===== src/rtl/mio_arbiter.sv =====
// Two-master (CPU / device) arbiter for the single synchronous memory/IO port.
// Each access runs latch -> issue -> fixed-latency wait -> one-cycle ready pulse, round-robin on ties.
module mio_arbiter #(
    parameter int unsigned MEM_LAT = 2,
    parameter int unsigned AW      = 32,
    parameter int unsigned DW      = 32
) (
    input  logic          clk,
    input  logic          reset,
    input  logic          cpu_req,
    input  logic          cpu_we,
    input  logic [AW-1:0] cpu_addr,
    input  logic [DW-1:0] cpu_wdata,
    output logic          cpu_ready,
    output logic [DW-1:0] cpu_rdata,
    input  logic          dev_req,
    input  logic          dev_we,
    input  logic [AW-1:0] dev_addr,
    input  logic [DW-1:0] dev_wdata,
    output logic          dev_ready,
    output logic [DW-1:0] dev_rdata,
    output logic          mem_en,
    output logic          mem_we,
    output logic [AW-1:0] mem_addr,
    output logic [DW-1:0] mem_wdata,
    input  logic [DW-1:0] mem_rdata,
    output logic          busy,
    output logic          grant
);

    // WARNING: MEM_LAT outside 1..15 is unsupported and is clamped to 1 here.
    localparam int unsigned LAT     = (MEM_LAT >= 1 && MEM_LAT <= 15) ? MEM_LAT : 1;
    localparam logic [3:0]  LAT_CNT = 4'(LAT);

    typedef enum logic [1:0] {IDLE, ISSUE, WAIT, DONE} state_t;

    state_t     state, state_next;
    logic [3:0] cnt;
    logic       last;
    logic       lat_we;
    logic       start;
    logic       win;

    always_comb begin
        state_next = state;
        start      = 1'b0;
        win        = 1'b0;
        case (state)
            IDLE: begin
                if (cpu_req || dev_req) begin
                    start      = 1'b1;
                    win        = (cpu_req && dev_req) ? ~last : dev_req;
                    state_next = ISSUE;
                end
            end
            ISSUE:   state_next = WAIT;
            WAIT:    if (cnt == 4'd1) state_next = DONE;
            DONE:    state_next = IDLE;
            default: state_next = IDLE;
        endcase
    end

    always_ff @(posedge clk or negedge reset) begin
        if (!reset) state <= IDLE;
        else        state <= state_next;
    end

    always_ff @(posedge clk or negedge reset) begin
        if (!reset) begin
            cpu_ready <= 1'b0;
            dev_ready <= 1'b0;
            cpu_rdata <= '0;
            dev_rdata <= '0;
            mem_en    <= 1'b0;
            mem_we    <= 1'b0;
            mem_addr  <= '0;
            mem_wdata <= '0;
            busy      <= 1'b0;
            grant     <= 1'b0;
            last      <= 1'b1;
            lat_we    <= 1'b0;
            cnt       <= '0;
        end else begin
            busy <= (state_next != IDLE);
            case (state)
                IDLE: begin
                    if (start) begin
                        grant     <= win;
                        mem_addr  <= win ? dev_addr  : cpu_addr;
                        mem_wdata <= win ? dev_wdata : cpu_wdata;
                        lat_we    <= win ? dev_we    : cpu_we;
                        mem_we    <= win ? dev_we    : cpu_we;
                        mem_en    <= 1'b1;
                    end
                end
                ISSUE: begin
                    mem_en <= 1'b0;
                    mem_we <= 1'b0;
                    cnt    <= LAT_CNT;
                end
                WAIT: begin
                    cnt <= cnt - 4'd1;
                    // Read data is valid in the last WAIT cycle; ready is raised for the DONE cycle.
                    if (cnt == 4'd1) begin
                        if (grant) begin
                            dev_ready <= 1'b1;
                            if (!lat_we) dev_rdata <= mem_rdata;
                        end else begin
                            cpu_ready <= 1'b1;
                            if (!lat_we) cpu_rdata <= mem_rdata;
                        end
                    end
                end
                DONE: begin
                    cpu_ready <= 1'b0;
                    dev_ready <= 1'b0;
                    last      <= grant;
                end
                default: ;
            endcase
        end
    end

endmodule


===== config.mk =====
export PLATFORM = sky130hd
export DESIGN_NAME = mio_arbiter
export DESIGN_NICKNAME = d
export VERILOG_FILES = /design/src/rtl/mio_arbiter.sv
export SDC_FILE = /design/constraint.sdc
export NUM_CORES = 1
export LEC_CHECK = 0
export BUFFER_PORTS_ARGS = -buffer_cell sky130_fd_sc_hd__buf_2
export CORE_UTILIZATION = 35
export DETAILED_ROUTE_END_ITERATION = 16
export PLACE_DENSITY = 0.68
export SKIP_CTS_REPAIR_TIMING = 1
export SYNTH_ARGS = -nofsm -noshare
export SYNTH_HDL_FRONTEND = slang
export SYNTH_SLANG_ARGS = --single-unit

===== constraint.sdc =====
create_clock -name clk -period 1.7 [get_ports clk]
set_input_delay 0.17 -clock clk [delete_from_list [all_inputs] [get_ports clk]]
set_output_delay 0.17 -clock clk [all_outputs]
set_load 0.02 [all_outputs]

==> results.tsv <==
metric	value	unit
status	complete, no violations	
numClockSinks	142	
p_per_area	2010	nW/um^2
clk-insertion-delay-late	0.41	ns
rsz0062_at_grt	yes	
power.leakage	4.34	nW
synth_nets	738	
numCtsBuffers	17	
drv_cap	0	
synth-simple-area-share	6.27	%
synth.mux.area_fraction	13.8	%
synthTopCellsByCount	dfrtp_1, a21oi_1, nor2_1	
dr.pass1.iters	4	
path_cells	inv_2 > ha_4 > and4bb_2 > nand3b_4 > clkbuf_16 > mux2_4	
avgRoutedWirePerCell	16.4	um
post-route-cell-area	9030	um^2
cp-start-kind	flop	
routed_wl	18500	um
grt_remaining_overflow	0	
cpMaxStageDelayCell	dfrtp_1	
syn_to_final_growth	44.5	%
synth_compound_area_share	17.6	%
avgSynthCellArea	11.0	um^2
antenna_left	0	
fmax	601	MHz
ys_ff_latch	142	
vias	5548	
finalHoldViolCount	0	
dieArea	18400	um^2
synth_ff_type	dfrtp_1	
relSlewSlack	67.9	%
hpwl	13200	um
cts_buffer_depth	2	
dr.first_iter.drc_count	223	
cts_tree	yes	
antenna_found_initial	1	
fin_crit	1.66	ns
synth_enable_flop_cells	0	
yosysTopAreaCellShare	56.5	%
worst-path-buf-inv	2	
worstSetupEndpointType	flop	
fin_skew	0.0113	ns
grt_pass1_wl	27500	um
antennaDiodeCount	0	
worstSetupPathType	reg -> reg	
port-buffer-count	299	
worstMarginPinSlew	0.480	ns
cp_top_family	simple AND/OR/NAND/NOR gates	
clkTransAtPathRegs	0.07	ns
grt_max_degree	51	
hold_class	in -> reg	
dpl_cell_area	8210	um^2
worst_slack	0.0357	ns
cp.arrival	1.96	ns
layout-drive-gt1-share	48.8	%
first_global_vias	5145	
cts_root_buffer	clkbuf_16	
min-delay-start	cpu_addr[21]	
nets	1064	
setup_viol	0	
htree_levels	4	
die_x	136	um
synth_top_area_cell	dfrtp_1	
gp_congestion	0.779	
die_h	136	um
rows	48	
worstPathMaxFanout	8	
synth_top_family_by_area	compound AO/OA/AOI/OAI gates	
initial_core_util	36.0	%
period_share	97.9	%
critPathMaxStageDelay	0.38	ns
pin_count	300	
synthCells	566	
critPathLaunch	state[0]	
core	17400	um^2
synth_most_common_cell	dfrtp_1	
ir_drop	0.00111	V
pre_cts_ws	0.0411	ns
yosys_warnings	0	
yosys.area_share.adder	1.20	%
via_per_inst	4.91	
seq_area_frac_synth	56.9	%
synth_cell_types	38	
synth_xor_area_share	0	%
netlist_area	6250	um^2
track_usage	19.6	%
r2r-start	state[0]	
ys_async_sr_fraction	100	%
slew_viol_final	0	
drc	0	
synth_area_leaders	dfrtp_1, a21oi_1, mux2_4	
critPathRequiredTime	1.99	ns
setup-tns-final	0	ns
==> area by class of cell <==
class / instances / area (um^2)
clock buffers: 20 / 447
clock inverters: 12 / 136
fillers: 1549 / 8330
inverters: 8 / 30.0
multi-input cells: 372 / 2480
flip-flops and latches: 142 / 3550
well taps: 225 / 282
repair buffers: 351 / 2100
==> state kept, by name, indices dropped and copies added (netlist names) <==
register and flops:
mem_addr 32, cpu_rdata 32, last 1, lat_we 1, dev_ready 1, grant 1
dev_rdata 32, state 2, mem_wdata 32, busy 1, cnt 4, mem_we 1
cpu_ready 1, mem_en 1
==> layout by cell type (no fill, tap or decap), types with 3 or more instances in the layout <==
| master | n |
|---|---|
| a21oi_1 | 128 |
| buf_12 | 11 |
| buf_2 | 298 |
| buf_4 | 21 |
| clkbuf_16 | 18 |
| clkinvlp_4 | 6 |
| dfrtp_1 | 141 |
| dlygate4sd3_1 | 18 |
| ha_1 | 3 |
| inv_1 | 5 |
| inv_2 | 3 |
| mux2_2 | 33 |
| mux2_4 | 30 |
| nand2_1 | 3 |
| nor2_1 | 70 |
| o21ai_0 | 61 |
| o21ai_1 | 9 |
==> power by group <==
group / switching (mW) / internal [mW] / total (mW)
clock network: 1.46 / 2.21 / 3.67
logic: 5.03 / 3.39 / 8.42
registers: 0.969 / 5.06 / 6.03
==> kinds of logic after synthesis <==
| family | after synthesis |
|---|---|
| AO/OA/AOI/OAI | 212 |
| flip-flops | 142 |
| AND/OR/NAND/NOR | 87 |
| multiplexers | 67 |
| buffers and inverters | 52 |
| adder cells (fa/ha/maj) | 6 |
==> per-stage QoR <==
step / util, % / total power [mW] / instances / hold slack (ns)
6_report: 52.0 / 18.1 / 1130 / 0.00166
5_1_grt: 52.0 / 19.3 / 1130 / 0.0000816
4_1_cts: 50.7 / 18.2 / 1111 / -0.399
3_5_place_dp: 47.3 / 14.5 / 1079 / 0.0474
3_3_place_gp: 47.3 / 14.3 / 1079 / 0.0486
2_1_floorplan: - / 11.1 / 566 / -0.126
==> layer usage <==
layer / global-route usage (%) / vias up / share of wire (%) / routed length (um)
met5: 0 / - / 0.070 / 13
met4: 6.99 / 2 / 1.4 / 261
met3: 5.35 / 23 / 7.4 / 1370
met2: 31.1 / 265 / 47 / 8680
met1: 25.6 / 2604 / 44 / 8220
li1: - / 2654 / - / -
==> worst min-delay path, delay by kind of cell <==
family | cells | cell delay [ns]
buffers and inverters | 1 | 0.09
AOI/OAI and AO/OA | 2 | 0.12
==> worst paths after layout <==
kind | endpoint | slack, ns | depth (start not counted)
worst max-delay path | dev_rdata[7] | 0.04 | 6
worst min-delay path | mem_addr[21] | 0.002 | 3
worst max register to register | dev_rdata[7] | 0.04 | 6
worst min register to register | cpu_rdata[9] | 0.49 | 1
max in group asynchronous | mem_wdata[27] | 0.90 | 3
min in group asynchronous | dev_rdata[22] | 0.19 | 2
(Power assumes the default switching activity.)
